===== config.mk =====
export PLATFORM = sky130hd
export DESIGN_NAME = sn_stream_decoder_flat
export DESIGN_NICKNAME = d
export VERILOG_FILES = /design/src/rtl/sn_pkg.sv /design/src/rtl/sn_stream_decoder_if.sv /design/src/rtl/sn_window_counter.sv /design/src/rtl/sn_stream_decoder.sv /design/src/flat_wrapper.sv
export SDC_FILE = /design/constraint.sdc
export NUM_CORES = 1
export LEC_CHECK = 0
export BUFFER_PORTS_ARGS = -buffer_cell sky130_fd_sc_hd__buf_2
export CAP_MARGIN = 20
export CORE_MARGIN = 4
export CORE_UTILIZATION = 57
export CTS_BUF_LIST = sky130_fd_sc_hd__clkbuf_16
export DETAILED_ROUTE_END_ITERATION = 7
export GPL_ROUTABILITY_DRIVEN = 0
export PLACE_DENSITY = 0.84
export SETUP_SLACK_MARGIN = 0.1
export SYNTH_ARGS = -nofsm -noshare
export SYNTH_HDL_FRONTEND = slang
export SYNTH_HIERARCHICAL = 1
export SYNTH_SLANG_ARGS = --single-unit

===== constraint.sdc =====
create_clock -name clk -period 4.7 [get_ports clk]
set_input_delay 0.705 -clock clk [delete_from_list [all_inputs] [get_ports clk]]
set_output_delay 0.705 -clock clk [all_outputs]
set_load 0.02 [all_outputs]

===== src/rtl/sn_pkg.sv =====
// Shared types and helpers for the stochastic-number stream decoder.
package sn_pkg;

  typedef enum logic {IDLE = 1'b0, ACCUM = 1'b1} sn_state_e;

  localparam int SMOOTH_SHIFT = 2;
  localparam int MIN_WIN_LOG2 = 2;
  localparam int MAX_WIN_LOG2 = 12;

  // Bipolar value 2*ones - N; int keeps the 2*N intermediate from overflowing.
  function automatic int sn_bipolar(input int ones, input int win_log2);
    return 2 * ones - (1 << win_log2);
  endfunction

endpackage


===== src/rtl/sn_stream_decoder_if.sv =====
// Bitstream input and result valid/ready port of the stream decoder.
interface sn_stream_decoder_if #(parameter int WIN_LOG2 = 7);
  logic                     sn_bit;
  logic                     sn_valid;
  logic [WIN_LOG2:0]        res_ones;
  logic signed [WIN_LOG2+1:0] res_bip;
  logic [WIN_LOG2:0]        res_smooth;
  logic                     res_valid;
  logic                     res_ready;

  modport master (
    output sn_bit, sn_valid, res_ready,
    input  res_ones, res_bip, res_smooth, res_valid
  );

  modport slave (
    input  sn_bit, sn_valid, res_ready,
    output res_ones, res_bip, res_smooth, res_valid
  );
endinterface


===== src/rtl/sn_window_counter.sv =====
// Counts qualified bits and ones over back-to-back windows of 2^WIN_LOG2 bits.
module sn_window_counter
  import sn_pkg::*;
#(
  parameter int WIN_LOG2 = 7
) (
  input  logic                clk,
  input  logic                rst_n,
  input  logic                en,
  input  logic                sn_bit,
  input  logic                sn_valid,
  output logic                win_close,
  output logic [WIN_LOG2:0]   final_ones
);

  if (WIN_LOG2 < MIN_WIN_LOG2 || WIN_LOG2 > MAX_WIN_LOG2) begin : g_bad_param
    $error("sn_window_counter: WIN_LOG2 out of range");
  end

  localparam logic [WIN_LOG2-1:0] LAST_BIT = '1;

  logic [WIN_LOG2-1:0] bit_cnt;
  logic [WIN_LOG2:0]   ones_cnt;

  // The closing bit is folded into the reported count, so ones_cnt tops out at N-1.
  assign win_close  = en && sn_valid && (bit_cnt == LAST_BIT);
  assign final_ones = ones_cnt + {{WIN_LOG2{1'b0}}, sn_bit};

  always_ff @(posedge clk or posedge rst_n) begin
    if (rst_n) begin
      bit_cnt  <= '0;
      ones_cnt <= '0;
    end else if (!en || win_close) begin
      bit_cnt  <= '0;
      ones_cnt <= '0;
    end else if (sn_valid) begin
      bit_cnt  <= bit_cnt + WIN_LOG2'(1);
      ones_cnt <= final_ones;
    end
  end

endmodule


===== src/rtl/sn_stream_decoder.sv =====
// Stochastic bitstream to binary decoder: windowed ones count, bipolar value, overrun flag.
// Define SN_DECODER_SMOOTH_EN to enable the exponential smoothing of res_smooth.
module sn_stream_decoder
  import sn_pkg::*;
#(
  parameter int WIN_LOG2 = 7
) (
  input  logic                clk,
  input  logic                rst_n,
  input  logic                start,
  input  logic                stop,
  input  logic                clr_overrun,
  output logic                overrun,
  output logic                busy,
  sn_stream_decoder_if.slave  bus
);

  localparam int OW = WIN_LOG2 + 1;
  localparam int BW = WIN_LOG2 + 2;

  sn_state_e state_q, state_d;
  logic      accum;

  logic          win_close;
  logic [OW-1:0] final_ones;
  logic          latch, drop;

  logic [OW-1:0]        res_ones_q;
  logic signed [BW-1:0] res_bip_q;
  logic                 res_valid_q;
  logic                 overrun_q;

  always_ff @(posedge clk or posedge rst_n) begin
    if (rst_n) state_q <= IDLE;
    else       state_q <= state_d;
  end

  always_comb begin
    state_d = state_q;
    unique case (state_q)
      IDLE:  if (start && !stop) state_d = ACCUM;
      ACCUM: if (stop)           state_d = IDLE;
      default:                   state_d = IDLE;
    endcase
  end

  assign accum = (state_q == ACCUM);
  assign busy  = accum;

  sn_window_counter #(.WIN_LOG2(WIN_LOG2)) u_cnt (
    .clk        (clk),
    .rst_n      (rst_n),
    .en         (accum),
    .sn_bit     (bus.sn_bit),
    .sn_valid   (bus.sn_valid),
    .win_close  (win_close),
    .final_ones (final_ones)
  );

  // A result slot being read this cycle is free for the closing window.
  assign latch = win_close && (!res_valid_q || bus.res_ready);
  assign drop  = win_close && res_valid_q && !bus.res_ready;

  always_ff @(posedge clk or posedge rst_n) begin
    if (rst_n) begin
      res_ones_q  <= '0;
      res_bip_q   <= '0;
      res_valid_q <= 1'b0;
      overrun_q   <= 1'b0;
    end else begin
      if (latch) begin
        res_ones_q <= final_ones;
        res_bip_q  <= BW'(sn_bipolar(int'(final_ones), WIN_LOG2));
      end
      if (latch)                res_valid_q <= 1'b1;
      else if (bus.res_ready)   res_valid_q <= 1'b0;
      if (drop)                 overrun_q   <= 1'b1;
      else if (clr_overrun)     overrun_q   <= 1'b0;
    end
  end

  assign bus.res_ones  = res_ones_q;
  assign bus.res_bip   = res_bip_q;
  assign bus.res_valid = res_valid_q;
  assign overrun       = overrun_q;

`ifdef SN_DECODER_SMOOTH_EN
  logic [OW-1:0]        smooth_q;
  logic                 smooth_init_q;
  logic signed [BW-1:0] smooth_diff, smooth_step;

  assign smooth_diff = $signed({1'b0, final_ones}) - $signed({1'b0, smooth_q});
  assign smooth_step = smooth_diff >>> SMOOTH_SHIFT;

  // smooth_init_q marks that the filter has been seeded since the last start.
  always_ff @(posedge clk or posedge rst_n) begin
    if (rst_n) begin
      smooth_q      <= '0;
      smooth_init_q <= 1'b0;
    end else begin
      if (!accum && start && !stop) smooth_init_q <= 1'b0;
      if (latch) begin
        smooth_q      <= smooth_init_q ? smooth_q + smooth_step[OW-1:0] : final_ones;
        smooth_init_q <= 1'b1;
      end
    end
  end

  assign bus.res_smooth = smooth_q;
`else
  assign bus.res_smooth = '0;
`endif

endmodule


===== src/flat_wrapper.sv =====
// flat-port wrapper written by rule: the top's interface ports become plain ports
module sn_stream_decoder_flat import sn_pkg::*;
#(
  parameter int WIN_LOG2 = 7
)
  (clk, rst_n, start, stop, clr_overrun, overrun, busy, bus_sn_bit, bus_sn_valid, bus_res_ready, bus_res_ones, bus_res_bip, bus_res_smooth, bus_res_valid);
  sn_stream_decoder_if #(.WIN_LOG2(WIN_LOG2)) bus_i ();
  input  logic clk;
  input  logic rst_n;
  input  logic start;
  input  logic stop;
  input  logic clr_overrun;
  output logic overrun;
  output logic busy;
  input wire logic [$bits(bus_i.sn_bit)-1:0] bus_sn_bit;
  input wire logic [$bits(bus_i.sn_valid)-1:0] bus_sn_valid;
  input wire logic [$bits(bus_i.res_ready)-1:0] bus_res_ready;
  output wire logic [$bits(bus_i.res_ones)-1:0] bus_res_ones;
  output wire logic [$bits(bus_i.res_bip)-1:0] bus_res_bip;
  output wire logic [$bits(bus_i.res_smooth)-1:0] bus_res_smooth;
  output wire logic [$bits(bus_i.res_valid)-1:0] bus_res_valid;
  assign bus_i.sn_bit = bus_sn_bit;
  assign bus_i.sn_valid = bus_sn_valid;
  assign bus_i.res_ready = bus_res_ready;
  assign bus_res_ones = bus_i.res_ones;
  assign bus_res_bip = bus_i.res_bip;
  assign bus_res_smooth = bus_i.res_smooth;
  assign bus_res_valid = bus_i.res_valid;
  sn_stream_decoder #(.WIN_LOG2(WIN_LOG2)) u_core (.clk(clk), .rst_n(rst_n), .start(start), .stop(stop), .clr_overrun(clr_overrun), .overrun(overrun), .busy(busy), .bus(bus_i));
endmodule

==> impl_results.md, run 1 <==
- Min-Delay Path Class: in -> async
- Max VDD drop: 0.171 mV
- Yosys warnings: 6
- Num rows: 18
- Final instance area: 0.00169 mm²
- Clock skew: 1.84 ps
- Die width: 60.3 µm
- Crit-path max FO: 10
- Switching share of power: 0.205
- Final Cycle Share: 0.453
- Worst Setup Path Type: reg -> reg
- Yosys reg bits: 28
- Largest net degree at the start of global routing: 25
- Highest metal used: met4
- Detailed Routing Iterations Pass 1: 4
- Io pins: 36
- Clock Path Buffers: 2
- First-pass GRT wire length: 4.89 mm
- Starting Density: 0.612
- Synth Cell Area: 0.00156 mm²
- Crit. path cell count: 6
- Crit path max-delay family: simple AND/OR/NAND/NOR gates
- Sw power: 93.5 µW
- Sink Count: 28
- Final Hold Fails: 0
- I/O Buffers: 26
- CP max stage cell: nor3_1
- Worst setup EP type: flip-flop
- Area Overhead vs Synth: 8.60%
- RSZ-0062 raised after global routing: no
- Die ar.: 0.00363 mm²
- P_leak: 0.000918 µW
- Clock share of power: 0.400
- Clk root buf: clkbuf_16
- M1 WL: 1.15 mm
- Placed Area: 0.00162 mm²
- Max Cap Viol: 0
- Die height: 60.3 µm
- Layout cells sized above 1: 0.241
- CTS tree: built
- Clk_lat worst skew: 250 ps
- CTS clk-pin slew, worst paths: 60 ps
- 1st-iter DRT viols: 38
- Reg2Reg Depth: 6
- Yosys cell types: 32
- Gate power share: 0.058
- Routed vias/inst: 5.38
- Cts repair resizes: 0
- Setup ws final: 2570 ps
- TritonCTS Buffers: 3
- ANT cells: 0
- Final setup violation count: 0
- Status: complete, no violations
- Post-CTS Setup Bufs: 0
- Met2 WL: 1.57 mm
- CP arrival: 2270 ps
- Worst path buffer plus inverter count: 0
- Max Clock Freq: 470 MHz
- Routed Wire Length: 2.91 mm
- Number of global-route vias before repair: 1115
- CP peak stage delay: 550 ps
- Max-slew violations: 0
- GR Util All Layers: 0.178
- Crit-path cells: ha_1 -> nand2_1 -> nor3_1 -> and3_1 -> nand2_4 -> mux2_4
- Max-slew headroom: 0.575
- Total number of vias: 1054
- Routed wl met3: 163 µm
- Seq/Total Area, Yosys: 0.450
- CTS Hold Bufs: 0
- DP HPWL: 2.14 mm
- Worst Tran Pin Value: 633 ps
- Fin cells: 196
- Core box area: 0.00254 mm²
- Avg Cell Area, Syn: 10.4 µm²
- Avg WL per Cell: 14.9 µm
- Reg2reg start: u_core/u_cnt/bit_cnt[0]$_DFFE_PP0P_
- Worst path required time: 4840 ps
- Antenna violations before repair: 0
- Setup tns final: 0 ps
- Pwr Density: 270 mW/mm²
- DRC: 0
- Final-stage net count: 179
- Pre-CTS setup slack: 2330 ps
- Placed instance count: 193
- Critical path launch point: u_core/u_cnt/bit_cnt[0]$_DFFE_PP0P_
- Worst setup SP type: flip-flop
- H-tree Lvls: 1
- Antenna Nets Post-Route: 0
- Internal Pwr Total: 363 µW
- Mapped Cells: 149
- Total gr overflow: 0
- Min Tclk post-route: 2130 ps
- Seq pwr share: 0.542
[logic make-up (layout without fill, tap and decap cells)]
| group | Yosys count | after routing | share of synthesized area |
|---|---|---|---|
| xor gates and xnor gates | 11 | 11 | 0.0619 |
| adders and majority gates | 3 | 3 | 0.0241 |
| buffers and inverters | 25 | 34 | 0.101 |
| AOI/OAI and AO/OA | 17 | 17 | 0.0796 |
| and+or+nand+nor | 54 | 54 | 0.187 |
| other | 1 | 9 | 0.00241 |
| DFF | 28 | 28 | 0.450 |
| muxes | 10 | 10 | 0.0932 |
[power by group through the flow]
stage          Combinational, µW  Clock [µW]  Sequential, µW
2_1_floorplan               26.9           0             250
3_3_place_gp                25.3           0             252
3_5_place_dp                26.3           0             252
4_1_cts                     26.7         187             248
5_1_grt                     29.6         200             248
6_report                    26.5         183             247
[per-layer routing]
metal	track usage	vias to the layer above
li1	-	516
met1	0.196	501
met2	0.330	33
met3	0.0302	4
met4	0.0728	0
met5	0	-
[final cells by class]
class / count / area, µm²
fillers: 188 / 855
multi-input cells: 104 / 728
flip-flops and latches: 28 / 701
repair buffers: 26 / 130
clock buffers: 3 / 75.1
well taps: 30 / 37.5
inverters: 5 / 18.8
[layout by cell type (no fill, tap or decap)]
cell,synthesis,layout
o22ai_1,4,4
or3_1,2,2
a41o_1,1,1
mux2_4,9,9
and2_1,2,2
xnor2_1,6,6
mux2i_1,1,1
nand2b_1,6,6
clkbuf_16,0,3
dfrtp_1,28,28
buf_2,0,26
nor2_1,5,5
inv_1,5,5
and3_1,4,4
and3b_1,1,1
nand2b_4,1,1
a21boi_1,2,2
o21a_1,2,2
o32ai_1,1,1
nand2_4,1,1
ha_1,3,3
nor3_1,3,3
nand3b_1,3,3
a21boi_0,6,6
nand3_1,9,9
nand4_1,1,1
nor2b_1,1,1
nand2_1,15,15
o21ai_0,1,1
xor2_1,5,5
conb_1,1,9
[stage by stage]
step / total power (µW) / hold slack, ps / utilization
2_1_floorplan: 277 / 525 / -
3_3_place_gp: 277 / 495 / 0.635
3_5_place_dp: 278 / 496 / 0.635
4_1_cts: 462 / 508 / 0.664
5_1_grt: 478 / 534 / 0.664
6_report: 457 / 480 / 0.664
[synth_stat cells]
library cell	count	area, µm²
a21boi_0	6	45.0
a21boi_1	2	15.0
a41o_1	1	10.0
and2_1	2	12.5
and3_1	4	25.0
and3b_1	1	8.76
buf_4	15	113
buf_6	1	11.3
clkbuf_1	4	15.0
conb_1	1	3.75
dfrtp_1	28	701
ha_1	3	37.5
inv_1	5	18.8
mux2_4	9	135
mux2i_1	1	10.0
nand2_1	15	56.3
nand2_4	1	11.3
nand2b_1	6	37.5
nand2b_4	1	13.8
nand3_1	9	45.0
nand3b_1	3	22.5
nand4_1	1	6.26
nor2_1	5	18.8
nor2b_1	1	6.26
nor3_1	3	15.0
o21a_1	2	15.0
o21ai_0	1	5.00
o22ai_1	4	25.0
o32ai_1	1	8.76
or3_1	2	12.5
xnor2_1	6	52.6
xor2_1	5	43.8
[worst paths after layout]
| kind | end | slack [ps] |
|---|---|---|
| worst min register to register | u_core/bus.res_bip[8]$_DFFE_PP0P_ | 510 |
| worst min-delay path | u_core/busy$_DFF_PP0_ | 480 |
| max in group asynchronous | u_core/u_cnt/bit_cnt[1]$_DFFE_PP0P_ | 3820 |
| worst max-delay path | u_core/bus.res_ones[7]$_DFFE_PP0P_ | 2570 |
| min in group clk | u_core/bus.res_bip[8]$_DFFE_PP0P_ | 510 |
| worst max register to register | u_core/bus.res_ones[7]$_DFFE_PP0P_ | 2570 |
[registers in the layout (all words and copies together), names as in the netlist]
register	cells
u_core/bus.res_valid	1
u_core/busy	1
u_core/u_cnt/bit_cnt	7
u_core/overrun	1
u_core/u_cnt/ones_cnt	8
u_core/bus.res_bip	2
u_core/bus.res_ones	8
No activity file was read; power rests on OpenSTA's default activity.
==> run 2, diff against run 1 <==
--- a/config.mk
+++ b/config.mk
@@ -8,11 +8,11 @@
 export BUFFER_PORTS_ARGS = -buffer_cell sky130_fd_sc_hd__buf_2
 export CAP_MARGIN = 20
 export CORE_MARGIN = 4
-export CORE_UTILIZATION = 57
+export CORE_UTILIZATION = 48
 export CTS_BUF_LIST = sky130_fd_sc_hd__clkbuf_16
 export DETAILED_ROUTE_END_ITERATION = 7
 export GPL_ROUTABILITY_DRIVEN = 0
-export PLACE_DENSITY = 0.84
+export PLACE_DENSITY = 0.75
 export SETUP_SLACK_MARGIN = 0.1
 export SYNTH_ARGS = -nofsm -noshare
 export SYNTH_HDL_FRONTEND = slang
==> constraint.sdc (replaced) <==
create_clock -name clk -period 1.8 [get_ports clk]
set_input_delay 0.27 -clock clk [delete_from_list [all_inputs] [get_ports clk]]
set_output_delay 0.27 -clock clk [all_outputs]
set_load 0.02 [all_outputs]
==> run 2 against run 1 <==
Effect of this change:
- combinational power increased to 3.3 times the previous value
- critical path depth unchanged
- power increased to 2.7 times the previous value
- critical path type unchanged
==> impl_results.md, run 2 (same netlist as run 1, synthesis figures left out) <==
- GR Util All Layers: 0.153 (was 0.178)
- Most frequent cells in the layout: dfrtp_1, buf_2, nand2_1 (unchanged)
- Reg2reg start: u_core/u_cnt/ones_cnt[0]$_DFFE_PP0P_ (was u_core/u_cnt/bit_cnt[0]$_DFFE_PP0P_)
- ANT cells: 0 (unchanged)
- Clk root buf: clkbuf_16 (unchanged)
- Antenna Nets Post-Route: 0 (unchanged)
- First-pass GRT wire length: 5.03 mm (was 4.89 mm)
- Reg-to-reg slack, setup: 130 ps (was 2570 ps)
- Avg WL per Cell: 13.2 µm (was 14.9 µm)
- Total gr overflow: 0 (unchanged)
- CTS tree: built (unchanged)
- Final Hold Fails: 0 (unchanged)
- Internal Pwr Total: 961 µW (was 363 µW)
- P_leak: 0.000968 µW (was 0.000918 µW)
- Fin cells: 221 (was 196)
- Reg2Reg Depth: 6 (unchanged)
- CP arrival: 1810 ps (was 2270 ps)
- Routed vias/inst: 5.01 (was 5.38)
- Area Overhead vs Synth: 19.1% (was 8.60%)
- Starting Density: 0.506 (was 0.612)
- Commonest non-fill, non-tap cell in the layout: dfrtp_1 (unchanged)
- I/O Buffers: 26 (unchanged)
- Detailed Routing Iterations Pass 1: 4 (unchanged)
- CP endpoint: u_core/bus.res_bip[8]$_DFFE_PP0P_ (was u_core/bus.res_ones[7]$_DFFE_PP0P_)
- Max Cap Viol: 0 (unchanged)
- Final setup violation count: 0 (unchanged)
- Sink Count: 28 (unchanged)
- Max-slew headroom: 0.604 (was 0.575)
- Setup tns final: 0 ps (unchanged)
- Routed Wire Length: 2.91 mm (about the same)
- Status: complete, no violations (unchanged)
- Max Clock Freq: 599 MHz (was 470 MHz)
- Final-stage net count: 189 (was 179)
- Worst Tran Pin Value: 594 ps (was 633 ps)
- Num rows: 20 (was 18)
- Worst setup EP type: flip-flop (unchanged)
- Reg2reg end: u_core/bus.res_bip[8]$_DFFE_PP0P_ (was u_core/bus.res_ones[7]$_DFFE_PP0P_)
- Worst setup SP type: flip-flop (unchanged)
- Die ar.: 0.00422 mm² (was 0.00363 mm²)
- CTS Hold Bufs: 0 (unchanged)
- TritonCTS Buffers: 3 (unchanged)
- Clock Path Buffers: 2 (unchanged)
- Min-Delay Path Class: in -> async (unchanged)
- Critical path launch point: u_core/u_cnt/ones_cnt[0]$_DFFE_PP0P_ (was u_core/u_cnt/bit_cnt[0]$_DFFE_PP0P_)
- Total number of vias: 1107 (was 1054)
- Core box area: 0.00308 mm² (was 0.00254 mm²)
- Largest net degree at the start of global routing: 16 (was 25)
- Worst Setup Path Type: reg -> reg (unchanged)
- Placed instance count: 213 (was 193)
- Pwr Density: 662 mW/mm² (was 270 mW/mm²)
- Die height: 64.9 µm (was 60.3 µm)
- DRC: 0 (unchanged)
- Clk_lat worst skew: 260 ps (was 250 ps)
- Clock share of power: 0.407 (was 0.400)
- Post-route core utilization: 0.602 (was 0.664)
- Final Cycle Share: 0.928 (was 0.453)
- CTS clk-pin slew, worst paths: 70 ps (was 60 ps)
- Clock skew: 3.59 ps (was 1.84 ps)
- Gate power share: 0.071 (was 0.058)
- Die width: 64.9 µm (was 60.3 µm)
- Sw power: 266 µW (was 93.5 µW)
- Antenna violations before repair: 0 (unchanged)
- Switching share of power: 0.216 (was 0.205)
- Crit-path max FO: 4 (was 10)
- Worst path required time: 1940 ps (was 4840 ps)
- Layout cells sized above 1: 0.333 (was 0.241)
- DP HPWL: 2.15 mm (was 2.14 mm)
- Io pins: 36 (unchanged)
- Number of global-route vias before repair: 1128 (was 1115)
- Max VDD drop: 0.373 mV (was 0.171 mV)
- RSZ-0062 raised after global routing: yes (was no)
- Seq pwr share: 0.523 (was 0.542)
- H-tree Lvls: 1 (unchanged)
- Fill count: 266 (was 188)
- 1st-iter DRT viols: 23 (was 38)
- Min Tclk post-route: 1670 ps (was 2130 ps)
- Max-slew violations: 0 (unchanged)
[run 2: changes by cell type in the layout (fill, tap and decap cells not counted), sizes merged]
cell / before / now
clkinv: 0 / 1
buf: 26 / 36
[run 2: final cells by class]
| class | instances | area, µm² | share of cell area |
|---|---|---|---|
| Multi-Input combinational cell | 104 | 795 | 0.429 |
| Clock inverter | 1 | 3.75 | 0.00203 |
| Tap cell | 44 | 55.1 | 0.0297 |
| Inverter | 5 | 18.8 | 0.0101 |
| Sequential cell | 28 | 701 | 0.378 |
| Timing Repair Buffer | 36 | 205 | 0.111 |
| Clock buffer | 3 | 75.1 | 0.0405 |
[run 2: stage by stage]
stage                     hold WS (ps)  setup slack (ps)  area (µm²)  total power (µW)
final                             45.2               130        1850              1230
after detailed placement           338              54.2        1690               731
after CTS                         55.9              70.6        1770              1230
after floorplan                    147              87.2        1590               722
after global placement             309              70.2        1690               728
after global routing              88.0              49.9        1850              1290
[run 2: routing by layer]
metal | share of wire | GRT usage | vias to the layer above
met1 | 0.41 | 0.184 | 533
met5 | 0 | 0 | -
met3 | 0.050 | 0.0295 | 6
li1 | - | - | 535
met2 | 0.52 | 0.261 | 33
met4 | 0.016 | 0.0712 | 0
[run 2: worst max-delay path, stage by stage (launching register included)]
cell and delay (ps):
dfrtp_1 380, ha_4 160, nand2_1 50, nor3_1 330
xor2_1 270, xnor2_1 90, mux2_4 260
[run 2: worst min-delay path by stage]
stage	slack [ps]	end	cells after the start
5_1_grt	90	u_core/busy$_DFF_PP0_	2
2_1_floorplan	150	u_core/bus.res_bip[7]$_DFFE_PP0P_	1
4_1_cts	60	u_core/busy$_DFF_PP0_	2
3_5_place_dp	340	u_core/busy$_DFF_PP0_	2
3_3_place_gp	310	u_core/busy$_DFF_PP0_	2
6_report	50	u_core/busy$_DFF_PP0_	2
[run 2: what timing repair did]
action	CTS	global route
endpoints found under the setup margin	9	16
setup buffers	0	4
pin swaps	0	3
gates resized for setup	2	8
[run 2: power by group through the flow]
stage	clock network (µW)	registers, µW	logic (µW)
final	499	642	86.7
after global routing	547	642	98.0
after global placement	0	652	76.0
after CTS	515	641	79.2
after detailed placement	0	653	78.3
after floorplan	0	652	70.3
==> run 3, diff against run 2 <==
--- a/config.mk
+++ b/config.mk
@@ -8,11 +8,11 @@
 export BUFFER_PORTS_ARGS = -buffer_cell sky130_fd_sc_hd__buf_2
 export CAP_MARGIN = 20
 export CORE_MARGIN = 4
-export CORE_UTILIZATION = 48
+export CORE_UTILIZATION = 57
 export CTS_BUF_LIST = sky130_fd_sc_hd__clkbuf_16
 export DETAILED_ROUTE_END_ITERATION = 7
 export GPL_ROUTABILITY_DRIVEN = 0
-export PLACE_DENSITY = 0.75
+export PLACE_DENSITY = 0.84
 export SETUP_SLACK_MARGIN = 0.1
 export SYNTH_ARGS = -nofsm -noshare
 export SYNTH_HDL_FRONTEND = slang
==> constraint.sdc (replaced) <==
create_clock -name clk -period 2.05 [get_ports clk]
set_input_delay 0.3075 -clock clk [delete_from_list [all_inputs] [get_ports clk]]
set_output_delay 0.3075 -clock clk [all_outputs]
set_load 0.02 [all_outputs]
==> run 3 against run 2 <==
Effect of this change:
- maximum frequency down 8.6%
- power down 13%
- critical path depth increased by 1
- clock power is 12% lower
- sequential share of layout area grew 2.3 points
- clock skew increased by 2.8 ps
- largest power group unchanged
- highest routed layer unchanged
==> impl_results.md, run 3 (same netlist as run 1, synthesis figures left out) <==
- Status: complete, no violations (unchanged)
- Commonest non-fill, non-tap cell in the layout: dfrtp_1 (unchanged)
- GR Util All Layers: 0.161 (was 0.153)
- Number of global-route vias before repair: 1016 (was 1128)
- Register area: 701 µm² (unchanged)
- Most frequent cells in the layout: dfrtp_1, buf_2, nand2_1 (unchanged)
- Setup tns final: 0 ps (unchanged)
- Final Hold Fails: 0 (unchanged)
- Clk_lat worst skew: 260 ps (about the same)
- Worst setup EP type: flip-flop (unchanged)
- CTS tree: built (unchanged)
- DP HPWL: 2.14 mm (was 2.15 mm)
- P_leak: 0.000937 µW (was 0.000968 µW)
- Min Tclk post-route: 1830 ps (was 1670 ps)
- Final setup violation count: 0 (unchanged)
- Reg-to-reg slack, setup: 220 ps (was 130 ps)
- TritonCTS Buffers: 3 (unchanged)
- CTS clk-pin slew, worst paths: 70 ps (about the same)
- Die width: 60.3 µm (was 64.9 µm)
- Final Cycle Share: 0.892 (was 0.928)
- Routed Wire Length: 2.80 mm (was 2.91 mm)
- Worst path required time: 2190 ps (was 1940 ps)
- I/O Buffers: 26 (unchanged)
- Footprint of the multi-input gates: 751 µm² (was 795 µm²)
- CP arrival: 1970 ps (was 1810 ps)
- Pwr Density: 612 mW/mm² (was 662 mW/mm²)
- Die height: 60.3 µm (was 64.9 µm)
- Clk root buf: clkbuf_16 (unchanged)
- Largest net degree at the start of global routing: 16 (unchanged)
- Min-Delay Path Class: in -> async (unchanged)
- Max-slew headroom: 0.611 (was 0.604)
- Sink Count: 28 (unchanged)
- Post-route core utilization: 0.686 (was 0.602)
- Starting Density: 0.612 (was 0.506)
- Avg WL per Cell: 13.9 µm (was 13.2 µm)
- Detailed Routing Iterations Pass 1: 6 (was 4)
- Antenna violations before repair: 0 (unchanged)
- Worst Setup Path Type: reg -> reg (unchanged)
- Worst setup SP type: flip-flop (unchanged)
- First-pass GRT wire length: 4.41 mm (was 5.03 mm)
- Max-slew violations: 0 (unchanged)
- Pre-CTS setup slack: 162 ps (was 54.2 ps)
- Final-stage net count: 183 (was 189)
- Layout cells sized above 1: 0.275 (was 0.333)
- Cts repair resizes: 0 (was 2)
- Setup ws final: 222 ps (was 130 ps)
- H-tree Lvls: 1 (unchanged)
- Antenna Nets Post-Route: 0 (unchanged)
- Worst Tran Pin Value: 583 ps (was 594 ps)
- Clock skew: 6.40 ps (was 3.59 ps)
- Clock Path Buffers: 2 (unchanged)
- Area Overhead vs Synth: 12.2% (was 19.1%)
- Max Clock Freq: 547 MHz (was 599 MHz)
- Crit-path max FO: 4 (unchanged)
- Max VDD drop: 0.438 mV (was 0.373 mV)
- RSZ-0062 raised after global routing: no (was yes)
- Num rows: 18 (was 20)
- Total gr overflow: 0 (unchanged)
- Total number of vias: 1080 (was 1107)
- Core box area: 0.00254 mm² (was 0.00308 mm²)
- Io pins: 36 (unchanged)
- ANT cells: 0 (unchanged)
- Post-CTS Setup Bufs: 0 (unchanged)
- Fill count: 185 (was 266)
- Max Cap Viol: 0 (unchanged)
- Die ar.: 0.00363 mm² (was 0.00422 mm²)
- Routed vias/inst: 5.37 (was 5.01)
- CTS Hold Bufs: 0 (unchanged)
- DRC: 0 (unchanged)
- 1st-iter DRT viols: 41 (was 23)
[run 3: cell count changes in the layout (fill, tap and decap cells not counted), sizes merged]
cell	previous run	this run
buf	36	30
[run 3: worst paths after layout]
path,startpoint,endpoint,cells past startpoint
setup reg to reg,u_core/u_cnt/ones_cnt[0]$_DFFE_PP0P_,u_core/bus.res_bip[8]$_DFFE_PP0P_,7
min in group clk,stop,u_core/busy$_DFF_PP0_,2
hold / removal,rst_n,u_core/busy$_DFF_PP0_,2
max in group asynchronous,rst_n,u_core/u_cnt/ones_cnt[3]$_DFFE_PP0P_,2
hold reg to reg,u_core/bus.res_ones[6]$_DFFE_PP0P_,u_core/bus.res_ones[6]$_DFFE_PP0P_,1
setup / recovery,u_core/u_cnt/ones_cnt[0]$_DFFE_PP0P_,u_core/bus.res_bip[8]$_DFFE_PP0P_,7
[run 3: layer usage]
metal  global-route usage  vias up  wire, µm
met5                    0        -         0
met4               0.0633        0        49
met3               0.0216       10       106
met2                0.296       26      1460
met1                0.184      523      1180
li1                     -      521         -
[run 3: per-stage QoR]
stage          area [µm²]  instances  hold slack, ps  total power (µW)
5_1_grt              1750        201             110              1100
3_5_place_dp         1650        197             369               641
2_1_floorplan        1590        157             184               634
4_1_cts              1720        201            84.3              1070
6_report             1750        201            64.0              1070
3_3_place_gp         1650        197             349               638
[run 3: worst max-delay path, stage by stage (launching register included)]
cell	delay, ps
dfrtp_1	370
ha_1	260
ha_4	190
nand3_1	120
nor2_1	170
xor2_1	230
xnor2_1	100
mux2_4	270
[run 3: layout make-up]
type                       instances  share of cell area
inverter                           5              0.0107
clock buffer                       3              0.0430
multi-input combinational        104               0.430
timing repair buffer              30              0.0917
sequential                        28               0.401
clock inverter                     1             0.00215
tap                               30              0.0215
[run 3: where the power goes]
group | internal (µW) | switching (µW)
logic | 21.1 | 47.0
clock network | 261 | 176
registers | 557 | 6.38
total | 839 | 229
